**src/rtl/cnn_pkg.sv**
```systemverilog
// Shared CNN accelerator definitions: bias register-file geometry and the
// bias loader state encoding.
package cnn_pkg;

    localparam int unsigned BIAS_W      = 16;
    localparam int unsigned BIAS_ADDR_W = 4;
    localparam int unsigned BIAS_LANES  = 4;
    localparam int unsigned BIAS_CNT_W  = 7;

    typedef enum logic [1:0] {
        IDLE    = 2'd0,
        COLLECT = 2'd1,
        WRITE   = 2'd2,
        DONE    = 2'd3
    } loader_state_e;

endpackage : cnn_pkg

```
**src/rtl/bias_rf_loader.sv**
```systemverilog
// bias_rf_loader: fill stage for the bias register file. Accepts a serial
// bias stream for one layer, stages four channels at a time and issues one
// 4-lane SRAM write per group (channel c -> lane c%4, address c/4).
//
// Ports:
//   clk, rst             clock, synchronous active-high reset
//   load_start/load_num  start pulse and channel count (sampled in IDLE only)
//   bias_in_*            valid/ready bias word stream, channel order 0,1,2,...
//   bias_rf_en/_wr_en    SRAM CEN / WEN, active-low, low only in the write cycle
//   bias_rf_wr_addr      group write address
//   bias_rfN_wr_data     lane N write data (N = 1..4)
//   busy                 load in progress (COLLECT/WRITE/DONE)
//   load_done            one-cycle pulse after the final write
module bias_rf_loader
    import cnn_pkg::*;
#(
    parameter int unsigned DATA_W = BIAS_W,
    parameter int unsigned ADDR_W = BIAS_ADDR_W,
    parameter int unsigned CNT_W  = BIAS_CNT_W
) (
    input  logic              clk,
    input  logic              rst,
    input  logic              load_start,
    input  logic [CNT_W-1:0]  load_num,
    input  logic              bias_in_valid,
    output logic              bias_in_ready,
    input  logic [DATA_W-1:0] bias_in_data,
    output logic              bias_rf_en,
    output logic              bias_rf_wr_en,
    output logic [ADDR_W-1:0] bias_rf_wr_addr,
    output logic [DATA_W-1:0] bias_rf1_wr_data,
    output logic [DATA_W-1:0] bias_rf2_wr_data,
    output logic [DATA_W-1:0] bias_rf3_wr_data,
    output logic [DATA_W-1:0] bias_rf4_wr_data,
    output logic              busy,
    output logic              load_done
);

    localparam int unsigned MAX_N = BIAS_LANES * (2 ** ADDR_W);

    loader_state_e     state;
    logic [CNT_W-1:0]  n;
    logic [CNT_W-1:0]  count;
    logic [1:0]        lane_idx;
    logic [DATA_W-1:0] stage [BIAS_LANES];

    logic              hs;
    logic [CNT_W-1:0]  cnt_inc;
    logic [CNT_W-1:0]  n_clamped;

    assign hs        = bias_in_valid & bias_in_ready;
    assign cnt_inc   = count + CNT_W'(1);
    assign n_clamped = (load_num > CNT_W'(MAX_N)) ? CNT_W'(MAX_N) : load_num;

    // Loader FSM; the write address doubles as the group counter.
    always_ff @(posedge clk) begin
        if (rst) begin
            state            <= IDLE;
            n                <= '0;
            count            <= '0;
            lane_idx         <= '0;
            bias_in_ready    <= 1'b0;
            bias_rf_en       <= 1'b1;
            bias_rf_wr_en    <= 1'b1;
            bias_rf_wr_addr  <= '0;
            bias_rf1_wr_data <= '0;
            bias_rf2_wr_data <= '0;
            bias_rf3_wr_data <= '0;
            bias_rf4_wr_data <= '0;
            busy             <= 1'b0;
            load_done        <= 1'b0;
            for (int i = 0; i < BIAS_LANES; i++) stage[i] <= '0;
        end else begin
            case (state)
                IDLE: begin
                    if (load_start) begin
                        busy            <= 1'b1;
                        count           <= '0;
                        lane_idx        <= '0;
                        bias_rf_wr_addr <= '0;
                        for (int i = 0; i < BIAS_LANES; i++) stage[i] <= '0;
                        if (load_num == '0) begin
                            state     <= DONE;
                            load_done <= 1'b1;
                        end else begin
                            n             <= n_clamped;
                            state         <= COLLECT;
                            bias_in_ready <= 1'b1;
                        end
                    end
                end

                COLLECT: begin
                    if (hs) begin
                        stage[lane_idx] <= bias_in_data;
                        lane_idx        <= lane_idx + 2'd1;
                        count           <= cnt_inc;
                        // Group complete (full or final partial): present the
                        // staged lanes merged with the word arriving now.
                        if (lane_idx == 2'd3 || cnt_inc == n) begin
                            state            <= WRITE;
                            bias_in_ready    <= 1'b0;
                            bias_rf_en       <= 1'b0;
                            bias_rf_wr_en    <= 1'b0;
                            bias_rf1_wr_data <= (lane_idx == 2'd0) ? bias_in_data : stage[0];
                            bias_rf2_wr_data <= (lane_idx == 2'd1) ? bias_in_data : stage[1];
                            bias_rf3_wr_data <= (lane_idx == 2'd2) ? bias_in_data : stage[2];
                            bias_rf4_wr_data <= (lane_idx == 2'd3) ? bias_in_data : stage[3];
                        end
                    end
                end

                WRITE: begin
                    bias_rf_en      <= 1'b1;
                    bias_rf_wr_en   <= 1'b1;
                    bias_rf_wr_addr <= bias_rf_wr_addr + ADDR_W'(1);
                    // Cleared stage makes unfilled lanes of a partial group write 0.
                    for (int i = 0; i < BIAS_LANES; i++) stage[i] <= '0;
                    if (count == n) begin
                        state     <= DONE;
                        load_done <= 1'b1;
                    end else begin
                        state         <= COLLECT;
                        bias_in_ready <= 1'b1;
                    end
                end

                DONE: begin
                    load_done <= 1'b0;
                    busy      <= 1'b0;
                    state     <= IDLE;
                end

                default: state <= IDLE;
            endcase
        end
    end

endmodule : bias_rf_loader

```
**config.mk**
```make
export PLATFORM = sky130hd
export DESIGN_NAME = bias_rf_loader
export DESIGN_NICKNAME = d
export VERILOG_FILES = /design/src/rtl/cnn_pkg.sv /design/src/rtl/bias_rf_loader.sv
export SDC_FILE = /design/constraint.sdc
export NUM_CORES = 1
export LEC_CHECK = 0
export CORE_MARGIN = 2
export CORE_UTILIZATION = 45
export DETAILED_ROUTE_END_ITERATION = 10
export PLACE_DENSITY = 0.67
export SLEW_MARGIN = 5
export SYNTH_ARGS = -nofsm -noshare
export SYNTH_HDL_FRONTEND = slang
export SYNTH_SLANG_ARGS = --single-unit
```
**constraint.sdc**
```tcl
create_clock -name clk -period 2.5 [get_ports clk]
set_clock_uncertainty 0.05 [all_clocks]
set_input_delay 0.375 -clock clk [delete_from_list [all_inputs] [get_ports clk]]
set_output_delay 0.375 -clock clk [all_outputs]
set_load 0.01 [all_outputs]
```
# After elaboration in Yosys (flattened, before gate mapping)
# Memory sizes are Yosys's and may differ from the RTL's. A register that Yosys moved wholly into a read port is not among the register bits.
# Index checks and enable logic that the tools add are counted.
# totals
inputBits,27
mem_count,1
ramBits,64
word_cells,108
output_inout_bits,73
regBits,26
# mem_list
memory,depth,word_bits,read_ports,rd_ports_with_merged_regs,write_ports,line_no,rtl
stage,4,16,4,4,4,bias_rf_loader.sv:45,logic [DATA_W-1:0] stage [BIAS_LANES];
# classes
n_lt_le_gt_ge,1
n_addsub,3
eq_ne,13
bitwise,10
reduce_logical,19
muxes,52
# ops
operator,count
2-to-1 mux 16 bit,9
2-to-1 mux 1 bit,23
2-to-1 mux 7 bit,3
2-to-1 mux 2 bit,8
OR reduction 16 bit,1
AND reduction 3 bit,5
equality test 7 bit,2
"inequality test 2 bit, second input constant",7
one-hot mux 7 bit (2 select lines),1
OR 1 bit,8
one-hot mux 2 bit (4 select lines),1
one-hot mux 4 bit (2 select lines),1
nonzero test 2 bit,4
"adder 7 x 1 -> 7 bit, second input constant",1
"> comparator 7 bit, second input constant",1
zero test 7 bit,1
"equality test 2 bit, second input constant",3
one-hot mux 1 bit (3 select lines),2
AND reduction 6 bit,1
nonzero test 3 bit,2
"adder 4 x 1 -> 4 bit, second input constant",1
2-to-1 mux 4 bit,1
one-hot mux 1 bit (2 select lines),2
one-hot mux 2 bit (2 select lines),1
other kinds (8),9

# Depth between registers and ports, before layout
# Gate-level depths: netlist (run 1).
# logic_depth
word_depth,7
ltp_mapped,10
mapped_depth_nobuf,7

# Least setup slack after synthesis (run 1)
# No wires, ideal clock.
# synth_path
path_kind,register -> register
startpoint,register state[1]
endpoint,"memory stage[0][0] in the netlist's numbering, enable pin"
synth_period_minus_slack_ns,2.279
setup_time_ns,0.375
arrival_time_ns,1.854
setup_slack_ns,0.221
stages_incl_launch_ff,6
n_path_buf,1
path_cell_list,dfxtp_1 -> and2b_2 -> nand3_4 -> nor4_4 -> clkbuf_1 -> nand2b_1
# synth_lines
item,line_no,rtl
"start, declared",bias_rf_loader.sv:41,loader_state_e state;
"start signal, assigned",bias_rf_loader.sv:58,state <= IDLE;
"start signal, assigned",bias_rf_loader.sv:83,state <= DONE;
"start signal, assigned",bias_rf_loader.sv:87,state <= COLLECT;
"end, declared",bias_rf_loader.sv:45,

# Final worst setup path (run 1)
# layout_path
startpoint,register count[0]
endpoint,register bias_rf2_wr_data[5] (read register of stage)
# layout_between
elab_chain_cells,4
# layout_rtl
item,line_no,rtl
"start, declared",bias_rf_loader.sv:43,logic [CNT_W-1:0] count;
"start signal, assigned",bias_rf_loader.sv:97,count <= cnt_inc;
adder 7 x 1 -> 7 bit,bias_rf_loader.sv:52,assign cnt_inc = count + CNT_W'(1);
equality test 7 bit,bias_rf_loader.sv:100,if (lane_idx == 2'd3 || cnt_inc == n) begin
logical OR 1 bit,bias_rf_loader.sv:100,
AND reduction 3 bit (no line),--,
"end, declared",bias_rf_loader.sv:32,"output logic [DATA_W-1:0] bias_rf2_wr_data,"
# No other way between the ends.
# A chain may end at the register's enable or synchronous reset.

==> flow_summary.json, run 1 <==
{
  "drv_cap": 0,
  "cts-buffers-inserted": 17,
  "clock-sinks": 154,
  "synth_compound_gate_area_share": 0.240,
  "hp-class": "input port to register",
  "path_clk_slew_ns": 0.06,
  "synthSimpleGateAreaFrac": 0.132,
  "place_hpwl_um": 11900,
  "top_layer": "met4",
  "synth_top_family_by_area": "compound AO/OA/AOI/OAI gates",
  "drive_gt1_frac": 0.199,
  "clockRootBuffer": "clkbuf_16",
  "dr_wl_met2_um": 8850,
  "outcome": "finished, final reports clean",
  "syn-cell-area_mm2": 0.00750,
  "peakVddDrop_uv": 539,
  "cts_tree": "built",
  "htreeDepth": 4,
  "dp.cells": 918,
  "slew_violations": 0,
  "num_vias": 5193,
  "overflow": 0,
  "grt_max_degree": 42,
  "start_util": 0.456,
  "synth_area_leader_cell": "edfxtp_1",
  "grt.total_usage": 0.207,
  "fin_total_pwr_mw": 6.44,
  "synth-edff-count": 64,
  "setup_viol": 0,
  "min_period_ns": 2.32,
  "viasPerCell": 5.47,
  "core_region_area_mm2": 0.0165,
  "ioPinCount": 100,
  "synth_xor_area_frac": 0.0148,
  "hold_viol": 0,
  "cp-end-kind": "register",
  "regArea_mm2": 0.00372,
  "fmaxAchievable_ghz": 0.432,
  "syn_inst": 617,
  "clock_latency_ns": 0.43,
  "async_reset_ff_frac": 0,
  "wl_met3_um": 680,
  "rrSetupSlack_ns": 0.18,
  "cp_data_required_time_ns": 2.79,
  "crit_arrival_ns": 2.60,
  "synthesis.nets": 647,
  "maxSlewHeadroom": 0.590,
  "post_cts_buffers": 0,
  "grt_pass1_vias": 5220,
  "setup-tns-final_ns": 0,
  "yosysSeqAreaShare": 0.496,
  "yosysWarnings": 0,
  "start_kind": "register",
  "gp_congestion": 0.798,
  "leakage_nw": 3.21,
  "rsz0062_at_grt": "false",
  "synth_adder_area_share": 0.00500,
  "worstMarginPinSlew_ns": 0.614,
  "stdcell_count": 950,
  "wl_met1_um": 8110,
  "synth_most_common_cell": "dfxtp_1",
  "p_per_area_mw_per_mm2": 683,
  "grt_pass1_wl_um": 28900,
  "worstPathMaxFanout": 41,
  "dr.pass1.iters": 4,
  "drc": 0,
  "cts.path.max_buffers": 2,
  "fp-row-count": 47,
  "wire_per_inst_um": 18.8,
  "die_height_um": 133,
  "die_w_um": 133,
  "synth_top_area_share": 0.256,
  "postSynthAreaPerCell_um2": 12.2,
  "synth_ff_type": "dfxtp_1",
  "layout_worst_path_cycle_share": 0.927,
  "synthTopCellsByCount": "dfxtp_1, and2_1, edfxtp_1, a211oi_2, o21ba_1",
  "ys_seq_elements": 154,
  "drt_iter0_drc": 311,
  "multi_input_area_mm2": 0.00349,
  "critPathKind": "register to register",
  "yosys.cell_types.count": 53,
  "io_buffer_count": 99,
  "antenna_cells": 0,
  "nets": 747,
  "drtAntennaViolNets": 0,
  "area_growth_pct": 25.8,
  "wirelength_um": 17800,
  "antenna_found_initial": 0,
  "n_fill_cell": 1343,
  "synthMuxAreaShare": 0.0682,
  "dieArea_mm2": 0.0177,
  "synth_area_leaders": "edfxtp_1, dfxtp_1, a211oi_2, o21ba_1, mux2i_1"
}
## registers in the layout (all words and copies together) (netlist names), 2 cells and up
name / count
n: 7
bias_rf2_wr_data: 16
bias_rf1_wr_data: 16
count: 7
state: 2
bias_rf3_wr_data: 16
lane_idx: 2
stage: 64
bias_rf_wr_addr: 4
bias_rf4_wr_data: 16
## critical path: stages (launching register included)
cell,delay (ns)
dfxtp_1,0.34
ha_2,0.27
buf_4,0.15
nand3_1,0.11
o21ai_0,0.17
o2111a_1,0.31
o21ai_4,0.09
buf_4,0.30
o21ba_1,0.24
a211oi_2,0.20
## metrics by stage
stage	worst slack, ns	utilization	hold slack [ns]	area, µm²
global route	0.00135	0.573	0.317	9440
floorplan	0.221	-	0.393	7500
detailed placement	0.0748	0.536	0.424	8830
finish	0.183	0.573	0.311	9440
global placement	0.119	0.536	0.412	8830
CTS	0.103	0.573	0.290	9430
## power by group
part           switching (mW)  total, mW  internal, mW
Clock                    1.04       2.67          1.63
Sequential             0.0784       2.90          2.82
Combinational           0.534      0.876         0.342
Total                    1.65       6.44          4.79
## routing by layer
metal / GRT usage / up-vias
li1: - / 2483
met3: 0.0487 / 12
met2: 0.345 / 96
met4: 0.0556 / 0
met1: 0.272 / 2602
met5: 0 / -
## cell families (layout without fill, tap and decap cells)
kind of cell	count (synthesis)	after routing
xor gates and xnor gates	11	11
DFF	154	154
adders and majority gates	3	3
AOI/OAI and AO/OA	190	190
and+or+nand+nor	156	156
buffers and inverters	52	165
muxes	51	51
## final timing paths
check / startpoint / end / cells past startpoint
setup / recovery: count[0] / bias_rf2_wr_data[5] / 9
hold / removal: rst / bias_rf_wr_addr[0] / 2
setup reg to reg: count[0] / bias_rf2_wr_data[5] / 9
hold reg to reg: n[0] / n[0] / 2
## what timing repair did
| action | CTS | global route |
|---|---|---|
| endpoints found under the setup margin | 0 | 43 |
| hold buffers | 0 | 0 |
| resized for setup | 0 | 1 |
## final cells by class
class / count / share of cell area
clock inverter: 10 / 0.0151
tap: 220 / 0.0292
sequential: 154 / 0.395
timing repair buffer: 133 / 0.142
clock buffer: 22 / 0.0492
multi-input combinational: 411 / 0.369
## layout by cell type, fill, tap and decap left out, drive strengths merged, types with 4 or more instances in the layout
cell type | Yosys | final
a211oi | 65 | 65
a21oi | 34 | 34
a22oi | 5 | 5
and2 | 64 | 64
buf | 31 | 35
clkbuf | 21 | 22
clkdlybuf4s50 | 0 | 98
clkinv | 0 | 5
dfxtp | 90 | 90
edfxtp | 64 | 64
mux2i | 50 | 50
nand2 | 20 | 20
nand2b | 7 | 7
nand3 | 8 | 8
nand3b | 7 | 7
nor2 | 22 | 22
nor2b | 4 | 4
nor3 | 7 | 7
nor4b | 4 | 4
o21a | 4 | 4
o21ai | 5 | 5
o21ba | 64 | 64
xnor2 | 7 | 7
Power figures use the tool's default switching activity.
==> run 2, diff against run 1 <==
--- a/config.mk
+++ b/config.mk
@@ -7,7 +7,6 @@
 export LEC_CHECK = 0
 export CORE_MARGIN = 2
-export CORE_UTILIZATION = 45
+export CORE_UTILIZATION = 30
 export DETAILED_ROUTE_END_ITERATION = 10
-export PLACE_DENSITY = 0.67
 export SLEW_MARGIN = 5
 export SYNTH_ARGS = -nofsm -noshare
--- a/constraint.sdc
+++ b/constraint.sdc
@@ -3,3 +3,3 @@
 set_input_delay 0.375 -clock clk [delete_from_list [all_inputs] [get_ports clk]]
 set_output_delay 0.375 -clock clk [all_outputs]
-set_load 0.01 [all_outputs]
+set_load 0.02 [all_outputs]
==> run 2 against run 1 <==
Effect of this change:
- total power up 0.88%
- register-to-register slack better by 0.04 ns
- clock power about the same
- cell area rose by 2.0%
==> flow_summary.json, run 2 (same netlist as run 1, synthesis figures left out) <==
{
  "slew_violations": 0,
  "htreeDepth": 4,
  "fp-row-count": 57,
  "grt.total_usage": 0.145,
  "die_height_um": 162,
  "cts.path.max_buffers": 2,
  "cts_tree": "built",
  "reg2reg_to": "bias_rf1_wr_data[8]",
  "drc": 0,
  "grt_pass1_wl_um": 29600,
  "fmaxAchievable_ghz": 0.439,
  "stdcell_count": 1058,
  "n_fill_cell": 2353,
  "antenna_cells": 0,
  "regArea_mm2": 0.00372,
  "leakage_nw": 3.25,
  "dieArea_mm2": 0.0263,
  "layout.cells.most_common": "clkdlybuf4s50_1",
  "rr_startpoint": "count[0]",
  "io_buffer_count": 99,
  "ioPinCount": 100,
  "nets": 751,
  "whs_ns": 0.284,
  "multi_input_area_mm2": 0.00349,
  "wirelength_um": 18400,
  "start_util": 0.307,
  "path_clk_slew_ns": 0.07,
  "clockRootBuffer": "clkbuf_16",
  "setup-tns-final_ns": 0,
  "worst_hold_path.num_cells": 2,
  "stdcell_area_mm2": 0.00963,
  "layout_common_cells": "clkdlybuf4s50_1, dfxtp_1, and2_1, edfxtp_1",
  "grt_pass1_vias": 5114,
  "whs_endpoint": "bias_rf1_wr_data[4]",
  "core_region_area_mm2": 0.0245,
  "critPathKind": "register to register",
  "place_hpwl_um": 12100,
  "gp_congestion": 0.766,
  "ff2ff_path_depth": 8,
  "dp.cells": 1026,
  "clock-sinks": 154,
  "drt_iter0_drc": 296,
  "grt_max_degree": 65,
  "post_cts_buffers": 0,
  "p_per_area_mw_per_mm2": 675,
  "layout_worst_path_cycle_share": 0.911,
  "die_w_um": 162,
  "start_kind": "register",
  "setup_viol": 0,
  "drtAntennaViolNets": 0,
  "largest_register_ffs": 64,
  "area_growth_pct": 28.3,
  "min_period_ns": 2.28,
  "maxSlewHeadroom": 0.715,
  "worstHoldStart": "rst",
  "num_vias": 5058,
  "drive_gt1_frac": 0.206,
  "regMostFlops": "stage",
  "placed_cell_area_mm2": 0.00901,
  "worstMarginPinSlew_ns": 0.425,
  "viasPerCell": 4.78,
  "drv_cap": 0,
  "hold_viol": 0,
  "wire_per_inst_um": 17.4,
  "rsz0062_at_grt": "false",
  "overflow": 0,
  "clock_latency_ns": 0.42,
  "cp_data_required_time_ns": 2.74,
  "cp-end-kind": "register",
  "rrSetupSlack_ns": 0.22,
  "antenna_found_initial": 0,
  "postCtsHoldBufs": 0,
  "peakVddDrop_uv": 356,
  "crit_arrival_ns": 2.52,
  "cts-buffers-inserted": 17,
  "outcome": "finished, final reports clean",
  "worstPathMaxFanout": 22,
  "hp-class": "input port to register",
  "dr.pass1.iters": 4
}
-- run 2: cell types whose count changed in the layout (fill, tap and decap cells not counted), sizes merged --
cell,delta
clkinvlp,-1
buf,+4
inv,+7
clkinv,-1
clkbuf,-5
-- run 2: metal layers --
| metal | part of all wire | global-route usage | wire length (µm) |
|---|---|---|---|
| met2 | 0.46 | 0.228 | 8510 |
| met5 | 0 | 0 | 0 |
| met1 | 0.50 | 0.199 | 9120 |
| met3 | 0.025 | 0.0273 | 462 |
| met4 | 0.016 | 0.0495 | 291 |
-- run 2: what timing repair did --
item,in CTS,in global routing
setup endpoints to repair,0,23
gates resized for setup,0,1
hold endpoints to repair,0,0
-- run 2: worst max-delay path by stage --
stage / from / to / slack (ns)
floorplan: state[1] / stage[0][0] / 0.22
global placement: load_num[2] / bias_in_ready / 0.14
detailed placement: count[0] / bias_rf1_wr_data[3] / 0.14
CTS: count[0] / bias_rf4_wr_data[3] / 0.12
global route: count[0] / bias_rf3_wr_data[0] / 0.004
finish: count[0] / bias_rf1_wr_data[8] / 0.22
-- run 2: final cells by class --
class,instances,share of cell area
Sequential cell,154,0.387
Multi-Input combinational cell,411,0.362
Timing Repair Buffer,137,0.145
Clock buffer,17,0.0442
Tap cell,324,0.0421
Clock inverter,15,0.0194
-- run 2: critical path, stage by stage (launching register included) --
cell      delay, ns
dfxtp_1        0.34
ha_2           0.31
a21oi_1        0.07
o211a_1        0.21
o31a_1         0.33
nor3_4         0.25
buf_4          0.35
o21ba_1        0.20
a211oi_2       0.05
-- run 2: report_power, final --
part / internal [mW] / leakage [nW] / total (mW) / switching [mW]
registers: 2.82 / 1.42 / 2.89 / 0.0733
clock network: 1.60 / 0.305 / 2.70 / 1.10
logic: 0.347 / 1.52 / 0.907 / 0.559
total: 4.76 / 3.25 / 6.50 / 1.73
-- run 2: through the flow --
step / total power [mW] / setup slack (ns) / utilization
after global placement: 3.86 / 0.139 / 0.368
final: 6.50 / 0.223 / 0.393
after floorplan: 3.50 / 0.215 / -
after global routing: 6.77 / 0.00438 / 0.393
after CTS: 6.59 / 0.125 / 0.393
after detailed placement: 3.87 / 0.139 / 0.368
==> run 3, diff against run 2 <==
REMOVE_ABC_BUFFERS = 1   (was default)
SLEW_MARGIN = 15   (was 5)
==> run 3 against run 2 <==
Effect of this change:
- total power shrank 1.3%
- sequential share of layout area up 0.14 points
- global-route usage down 0.12 points
- register-to-register slack hardly changed
- cell count about the same
- combinational power grew 2.6%
- fmax fell by 0.24%
- largest cell class unchanged
- largest power group unchanged
==> flow_summary.json, run 3 (same netlist as run 1, synthesis figures left out) <==
{
  "fmaxAchievable_ghz": 0.438,
  "cp.buffers_inverters": 1,
  "grt_max_degree": 49,
  "hold_viol": 0,
  "regMostFlops": "stage",
  "antenna_found_initial": 0,
  "post_cts_buffers": 0,
  "wirelength_um": 18200,
  "setup_viol": 0,
  "wire_per_inst_um": 17.2,
  "leakage_nw": 3.23,
  "clock-sinks": 154,
  "start_kind": "register",
  "largest_register_ffs": 64,
  "cts.path.max_buffers": 2,
  "critPathKind": "register to register",
  "grt-busiest-layer": "met2",
  "use_met2": 0.228,
  "path_clk_slew_ns": 0.06,
  "htreeDepth": 4,
  "grt_pass1_vias": 5069,
  "die_w_um": 162,
  "n_fill_cell": 2335,
  "drt_iter0_drc": 386,
  "drtAntennaViolNets": 0,
  "gp_congestion": 0.808,
  "viasPerCell": 4.81,
  "io_buffer_count": 99,
  "layout_common_cells": "clkdlybuf4s50_1, dfxtp_1, and2_1, edfxtp_1",
  "overflow": 0,
  "layout.cells.most_common": "clkdlybuf4s50_1",
  "area_growth_pct": 27.9,
  "grt_use_met1": 0.194,
  "drv_cap": 0,
  "crit_chain": "ha_2, a21oi_1, o211a_1, o31a_1, nor3_4, nor2_4, buf_4, a211oi_1",
  "crit_arrival_ns": 2.56,
  "ioPinCount": 100,
  "place_hpwl_um": 11800,
  "fp-row-count": 57,
  "grt.total_usage": 0.144,
  "min_period_ns": 2.28,
  "met3_usage": 0.0380,
  "core_region_area_mm2": 0.0245,
  "cp_data_required_time_ns": 2.78,
  "cpMaxStageDelayCell": "o31a_1",
  "start_util": 0.307,
  "fin_total_pwr_mw": 6.41,
  "die_height_um": 162,
  "antenna_cells": 0,
  "peakVddDrop_uv": 500,
  "setup_ws_ns": 0.218,
  "dr.pass1.iters": 4,
  "hp-class": "input port to register",
  "outcome": "finished, final reports clean",
  "rsz0062_at_grt": "false",
  "layout_worst_path_cycle_share": 0.913,
  "dieArea_mm2": 0.0263,
  "cp-end-kind": "register",
  "slew_violations": 0,
  "nets": 752,
  "worstMarginPinSlew_ns": 0.687,
  "maxSlewHeadroom": 0.542,
  "place_ws_ns": 0.114,
  "p_per_area_mw_per_mm2": 668,
  "cts_tree": "built",
  "grt_pass1_wl_um": 29300,
  "num_vias": 5096,
  "clock_latency_ns": 0.42,
  "worstPathMaxFanout": 20,
  "drc": 0,
  "clockRootBuffer": "clkbuf_16",
  "slowest_delay_ns": 0.34,
  "drive_gt1_frac": 0.201,
  "crit_family": "compound AO/OA/AOI/OAI gates",
  "cts-buffers-inserted": 17
}
-- run 3: cell count changes in the layout (fill, tap and decap cells not counted) --
cell and delta:
inv_6 -3, buf_4 +2, clkbuf_1 +2, clkinv_1 +2, clkinv_2 +2, inv_4 -2, inv_8 -2, buf_12 -1
clkinvlp_4 +1
-- run 3: final timing paths --
| kind | start | to | slack [ns] | depth (start not counted) |
|---|---|---|---|---|
| min | rst | count[5] | 0.25 | 2 |
| max reg2reg | count[0] | bias_rf3_wr_data[1] | 0.22 | 8 |
| min reg2reg | n[3] | n[3] | 0.42 | 2 |
| max | count[0] | bias_rf3_wr_data[1] | 0.22 | 8 |
-- run 3: per-layer routing --
layer	part of all wire	wire (µm)
met5	0	0
met4	0.011	206
met3	0.043	776
met1	0.48	8790
met2	0.46	8410
-- run 3: what timing repair did --
item,CTS,global route
hold buffers,0,0
setup endpoints to repair,0,2
resized for setup,0,1
-- run 3: layout make-up --
cell class / instances / area [µm²] / area share
Sequential cell: 154 / 3720 / 0.388
Multi-Input combinational cell: 411 / 3490 / 0.363
Timing Repair Buffer: 138 / 1390 / 0.145
Clock buffer: 19 / 433 / 0.0451
Tap cell: 324 / 405 / 0.0423
Clock inverter: 13 / 150 / 0.0157
-- run 3: power by group --
group          total [mW]  switching, mW  internal, mW  leakage, nW
sequential           2.89         0.0703          2.82         1.42
combinational       0.931          0.571         0.360         1.53
clock                2.59           1.03          1.56        0.284
-- run 3: worst reg2reg max path: stages, from the launching register on --
cell and delay (ns):
dfxtp_1 0.33, ha_2 0.28, a21oi_1 0.07, o211a_1 0.20, o31a_1 0.34, nor3_4 0.32
nor2_4 0.09, buf_4 0.25, a211oi_1 0.25
-- run 3: per-stage QoR --
step / area [µm²] / TNS [ns] / std cells / hold slack [ns] / util
after global routing: 9590 / 0 / 1059 / 0.249 / 0.392
after global placement: 9010 / 0 / 1027 / 0.405 / 0.368
after floorplan: 7180 / -325.80 / 565 / 0.387 / -
after CTS: 9590 / 0 / 1059 / 0.231 / 0.392
after detailed placement: 9010 / 0 / 1027 / 0.410 / 0.368
final: 9590 / 0 / 1059 / 0.251 / 0.392
